<file path="src/rtl/uart_tx_serializer_pkg.sv">
// Shared definitions for the UART transmit path: FSM state encoding,
// line idle level and the baud divisor helper.
package uart_tx_serializer_pkg;

    typedef enum logic [2:0] {
        S_IDLE,
        S_FETCH,
        S_CAPTURE,
        S_START,
        S_DATA,
        S_PARITY,
        S_STOP
    } tx_state_t;

    localparam logic UART_IDLE_LEVEL = 1'b1;

    // Rounded clock cycles per bit for a given clock and baud rate.
    function automatic int calc_clks_per_bit(input longint clk_hz, input longint baud_hz);
        return int'((clk_hz + baud_hz / 2) / baud_hz);
    endfunction

endpackage

</file>
<file path="src/rtl/uart_baud_tick.sv">
// Bit-period counter: counts 0..CLKS_PER_BIT-1 while enabled and flags the
// last cycle of each bit period. Shared by the TX and future RX blocks.
module uart_baud_tick #(
    parameter int CLKS_PER_BIT = 868
) (
    input  logic                            clk,
    input  logic                            rst,
    input  logic                            clr,
    input  logic                            en,
    output logic                            tick,
    output logic [$clog2(CLKS_PER_BIT)-1:0] count
);

    localparam int CW = $clog2(CLKS_PER_BIT);
    localparam logic [CW-1:0] LAST = CW'(CLKS_PER_BIT - 1);

    assign tick = en && (count == LAST);

    // NOTE: sequential state uses non-blocking assignments so every flop
    // samples the pre-edge values regardless of statement order.
    always_ff @(posedge clk or posedge rst) begin
        if (rst) begin
            count <= '0;
        end else if (clr) begin
            count <= '0;
        end else if (en) begin
            count <= tick ? '0 : count + 1'b1;
        end
    end

endmodule

</file>
<file path="src/rtl/uart_tx_serializer.sv">
// UART transmitter fed from the byte FIFO: pops one byte per frame and sends
// start, LSB-first data, optional parity and stop bits, carrying the last flag.
module uart_tx_serializer
    import uart_tx_serializer_pkg::*;
#(
    parameter int CLKS_PER_BIT = calc_clks_per_bit(100_000_000, 115_200),
    parameter int DATA_BITS    = 8,
    parameter int PARITY_EN    = 0,
    parameter int PARITY_ODD   = 0,
    parameter int STOP_BITS    = 1
) (
    input  logic                 clk,
    input  logic                 rst,
    input  logic                 fifo_empty,
    output logic                 fifo_rd_en,
    input  logic [DATA_BITS-1:0] fifo_dout,
    input  logic                 fifo_dout_last,
    output logic                 tx,
    output logic                 busy,
    output logic                 byte_done,
    output logic                 pkt_done
);

    localparam int CW   = $clog2(CLKS_PER_BIT);
    localparam int BC_W = (DATA_BITS > 1) ? $clog2(DATA_BITS) : 1;
    localparam logic [BC_W-1:0] DATA_LAST = BC_W'(DATA_BITS - 1);
    localparam logic [BC_W-1:0] STOP_LAST = BC_W'(STOP_BITS - 1);
    localparam logic [CW-1:0]   CNT_PRE   = CW'(CLKS_PER_BIT - 2);
    localparam logic            ODD       = (PARITY_ODD != 0);

    tx_state_t             state_q, state_d;
    logic [DATA_BITS-1:0]  shift_q, shift_d;
    logic [BC_W-1:0]       bit_cnt_q, bit_cnt_d;
    logic                  last_q, last_d;
    logic                  parity_q, parity_d;
    logic                  tx_d, rd_en_d, byte_done_d, pkt_done_d;
    logic                  tick, baud_en, baud_clr;
    logic [CW-1:0]         baud_cnt;

    assign busy     = (state_q != S_IDLE);
    assign baud_en  = (state_q inside {S_START, S_DATA, S_PARITY, S_STOP});
    assign baud_clr = (state_q == S_CAPTURE);

    uart_baud_tick #(
        .CLKS_PER_BIT(CLKS_PER_BIT)
    ) u_baud (
        .clk  (clk),
        .rst  (rst),
        .clr  (baud_clr),
        .en   (baud_en),
        .tick (tick),
        .count(baud_cnt)
    );

    // NOTE: every signal driven here gets a default first so no path can
    // leave it unassigned and infer a latch.
    always_comb begin
        state_d   = state_q;
        shift_d   = shift_q;
        bit_cnt_d = bit_cnt_q;
        last_d    = last_q;
        parity_d  = parity_q;
        case (state_q)
            S_IDLE:    if (!fifo_empty) state_d = S_FETCH;
            S_FETCH:   state_d = S_CAPTURE;
            S_CAPTURE: begin
                shift_d   = fifo_dout;
                last_d    = fifo_dout_last;
                parity_d  = (^fifo_dout) ^ ODD;
                bit_cnt_d = '0;
                state_d   = S_START;
            end
            S_START:   if (tick) state_d = S_DATA;
            S_DATA: if (tick) begin
                shift_d = shift_q >> 1;
                if (bit_cnt_q == DATA_LAST) begin
                    bit_cnt_d = '0;
                    state_d   = (PARITY_EN != 0) ? S_PARITY : S_STOP;
                end else begin
                    bit_cnt_d = bit_cnt_q + 1'b1;
                end
            end
            S_PARITY:  if (tick) state_d = S_STOP;
            S_STOP: if (tick) begin
                if (bit_cnt_q == STOP_LAST) begin
                    bit_cnt_d = '0;
                    state_d   = fifo_empty ? S_IDLE : S_FETCH;
                end else begin
                    bit_cnt_d = bit_cnt_q + 1'b1;
                end
            end
            default:   state_d = S_IDLE;
        endcase

        // Outputs are registered, so they are decoded from the next state.
        tx_d = UART_IDLE_LEVEL;
        case (state_d)
            S_START:  tx_d = ~UART_IDLE_LEVEL;
            S_DATA:   tx_d = shift_d[0];
            S_PARITY: tx_d = parity_d;
            default:  tx_d = UART_IDLE_LEVEL;
        endcase
        rd_en_d     = (state_d == S_FETCH);
        byte_done_d = (state_q == S_STOP) && (bit_cnt_q == STOP_LAST) && (baud_cnt == CNT_PRE);
        pkt_done_d  = byte_done_d && last_q;
    end

    // NOTE: the shift register and last latch are ordinary flops, so they
    // are reset along with the control state.
    always_ff @(posedge clk or posedge rst) begin
        if (rst) begin
            state_q    <= S_IDLE;
            shift_q    <= '0;
            bit_cnt_q  <= '0;
            last_q     <= 1'b0;
            parity_q   <= 1'b0;
            tx         <= UART_IDLE_LEVEL;
            fifo_rd_en <= 1'b0;
            byte_done  <= 1'b0;
            pkt_done   <= 1'b0;
        end else begin
            state_q    <= state_d;
            shift_q    <= shift_d;
            bit_cnt_q  <= bit_cnt_d;
            last_q     <= last_d;
            parity_q   <= parity_d;
            tx         <= tx_d;
            fifo_rd_en <= rd_en_d;
            byte_done  <= byte_done_d;
            pkt_done   <= pkt_done_d;
        end
    end

endmodule

</file>
<file path="config.mk">
export PLATFORM = sky130hd
export DESIGN_NAME = uart_tx_serializer
export DESIGN_NICKNAME = d
export VERILOG_FILES = /design/src/rtl/uart_tx_serializer_pkg.sv /design/src/rtl/uart_baud_tick.sv /design/src/rtl/uart_tx_serializer.sv
export SDC_FILE = /design/constraint.sdc
export NUM_CORES = 1
export LEC_CHECK = 0
export CAP_MARGIN = 20
export CORE_MARGIN = 5
export CORE_UTILIZATION = 40
export CTS_CLUSTER_DIAMETER = 120
export DETAILED_ROUTE_END_ITERATION = 8
export PLACE_DENSITY = 0.69
export SYNTH_ARGS = -nofsm -noshare
export SYNTH_HDL_FRONTEND = slang
export SYNTH_SLANG_ARGS = --single-unit
</file>
<file path="constraint.sdc">
create_clock -name clk -period 2.3 [get_ports clk]
set_input_delay 0.575 -clock clk [delete_from_list [all_inputs] [get_ports clk]]
set_output_delay 0.575 -clock clk [all_outputs]
set_load 0.1 [all_outputs]
</file>
==> metrics.txt <==
status=finished, final reports clean; Initial DRT Pass Iterations=4; RSZ-0062 raised after global routing=no; Filler Cell Count=382; Die Y=75.37 µm; VDD IR max=0.0004231 V; Syn Inst Count=180; Critical-path top delay cell=dfrtp_1; post-synth cell types=44; CP peak stage delay=0.56 ns; ANT nets after route=0; final worst slack=0.2347 ns; synthesized area per cell=9.495 µm²; core area=4058 µm²; fmax=484.2 MHz; vias in the first global route=1267; IO Pins=17; Seq/Total Area, Yosys=0.4400; maximum fanout along the worst path=17; Detailed Place HPWL=2441 µm; area of the multi-input gates=862.1 µm²; Critical Path, Cell by Cell=or3_1, buf_12; largest net degree at the start of global routing=31; row cnt=23; post-CTS sizing=0; Post-Route WL=3301 µm; Clk Latency, worst-skew pair=0.28 ns; first-pass GRT wire length=5871 µm; hold_buf cts=0; Hold Worst Slack=0.4710 ns; Largest delay share family, worst path=flip-flops; Post-CTS Repair Setup Buffers=0; CTS Buf Count=5; Slew @ Worst Pin=0.4968 ns; minimum clock period after layout=2.065 ns; pwr dens=757.5 nW/µm²; grt total ovfl=0; final worst path period share=0.8980; final net count=217; htree depth=2; crit path kind=flop to primary output; max capacitance violation total=0; syn nets=197; Clock Path Buffers=2; CTS root buf=clkbuf_8; GPL Wtd Cong=0.7974; reg2reg path depth=6; final setup violation count=0; n_diodes=0; Setup Skew=0.005567 ns; Hold Path Class=flop to flop; Req. time, crit path=1.73 ns; area growth from synthesis to layout=17.86%; Vias=1289; die width=75.37 µm; Seq cells post-synth=30; final hold violation count=0; all-layer global routing usage=0.1362; CTS tree=yes; Mapped Area=1709 µm²; # clock sinks=30; Worst setup SP type=flop; clock slew at reported path FFs=0.06 ns; port buffer count=16; relative slew slack=0.6688; initial antenna violation count=0; Starting DRT DRC Count=89; via/cell ratio=5.135; post-route setup TNS=0 ns; Bufs and invs on worst path=1; Synth warnings=0; Crit path arrival time=1.49 ns; Leak=0.8898 nW; Initial Util=0.4212; DR WL/cell=13.15 µm; Crit. End Element=primary output; setup slack at placement=0.2300 ns; hold-critical path depth=2; DRC=0; die area=5680 µm²; Worst path depth=2; max-slew violation count=0; share of layout cells above drive strength 1=0.1393; storage element area=752.0 µm²; Final Cell Area=2014 µm²; DP Area=1923 µm²
## report_power, final
| part | internal [W] | switching, W |
|---|---|---|
| Combinational | 0.000170 | 0.000183 |
| Clock | 0.000241 | 0.000190 |
| Sequential | 0.000640 | 0.000102 |
## logic make-up after synthesis
kind of cell / share of synthesized area
flip-flops: 0.4400
buffers and inverters: 0.05563
multiplexers: 0.005857
adder cells (fa/ha/maj): 0.03660
AND/OR/NAND/NOR: 0.2335
AO/OA/AOI/OAI: 0.1515
XOR/XNOR: 0.07686
## per-layer routing
layer,GRT usage,share of wire,vias to the layer above
met5,0,0,-
met4,0.05049,0.014,0
met3,0.04090,0.039,5
met2,0.2061,0.47,14
met1,0.1845,0.48,605
li1,-,-,665
## cells in the final DEF, fill, tap and decap left out, types with 2 or more instances in the layout
cell type         n
dfrtp_1          29
nand2_1          24
nor2_1           13
nand3_1          11
xnor2_1          11
clkdlybuf4s50_1  11
buf_4            11
o21ai_0           9
inv_1             9
a22oi_1           7
clkbuf_8          6
o31ai_1           5
nor3_1            5
ha_1              5
xor2_1            4
a21oi_1           3
and3_1            3
a31oi_1           3
nor2b_1           2
nor3b_1           2
a41oi_1           2
and2_1            2
## path summary, 6_finish.rpt
path / from / to / slack (ns)
max in group asynchronous: rst / tx / 1.32
setup reg to reg: u_baud.count[2] / tx / 0.25
hold / removal: last_q / last_q / 0.47
hold reg to reg: last_q / last_q / 0.47
min in group asynchronous: rst / u_baud.count[4] / 0.66
setup / recovery: state_q[0] / busy / 0.23
## cell type report
type                       count  area share
clock inverter                 1    0.002484
clock buffer                   7     0.04286
inverter                       9     0.01677
tap                           50     0.03106
sequential                    30      0.3733
multi-input combinational    131      0.4280
timing repair buffer          23      0.1056
## worst min-delay path: stages, from the launching register on
cell	delay [ns]
dfrtp_1	0.34
nand2_1	0.05
nand2_1	0.06
## cells in the mapped netlist
cell / count / area, µm²
nor4b_4: 1 / 23.77
and2_1: 2 / 12.51
ha_1: 5 / 62.56
dfstp_2: 1 / 26.28
and3_1: 3 / 18.77
or2b_1: 1 / 7.510
or3_1: 1 / 6.260
buf_4: 4 / 30.03
buf_2: 1 / 5.000
nor4_1: 1 / 6.260
clkbuf_1: 4 / 15.01
o2bb2ai_1: 1 / 8.760
nand3_1: 11 / 55.05
nor2_1: 13 / 48.80
dfrtp_1: 29 / 725.7
nor4_4: 1 / 21.27
o31ai_1: 5 / 37.54
xor2_1: 4 / 35.03
a21o_1: 1 / 7.510
a21oi_4: 1 / 16.27
nor2b_1: 2 / 12.51
xnor2_1: 11 / 96.34
and3_2: 1 / 7.510
nand4_1: 1 / 6.260
or2_2: 1 / 6.260
buf_6: 1 / 11.26
a221oi_2: 1 / 15.01
nand2b_2: 1 / 8.760
a41oi_1: 2 / 17.52
a2bb2oi_1: 1 / 8.760
mux2i_1: 1 / 10.01
a221oi_1: 1 / 8.760
o21ai_0: 9 / 45.04
nor3b_1: 2 / 15.01
a31oi_1: 3 / 18.77
nand2b_1: 1 / 6.260
nand2_1: 24 / 90.09
inv_1: 9 / 33.78
a21oi_1: 3 / 15.01
and4b_1: 1 / 10.01
and4b_2: 1 / 11.26
a22oi_1: 7 / 52.55
nor3_1: 5 / 25.02
a21boi_0: 1 / 7.510
## registers in the layout, summed over array words and instances, names as in the netlist, 3 cells and up
register      flops
u_baud.count     10
shift_q           8
bit_cnt_q         3
state_q           3
## through the flow
stage / instances / total power, W / util
floorplan: 180 / 0.001001 / -
global placement: 243 / 0.001102 / 0.4739
detailed placement: 243 / 0.001108 / 0.4739
CTS: 251 / 0.001545 / 0.4965
global route: 251 / 0.001646 / 0.4965
finish: 251 / 0.001526 / 0.4965
No activity file was read; power rests on OpenSTA's default activity.
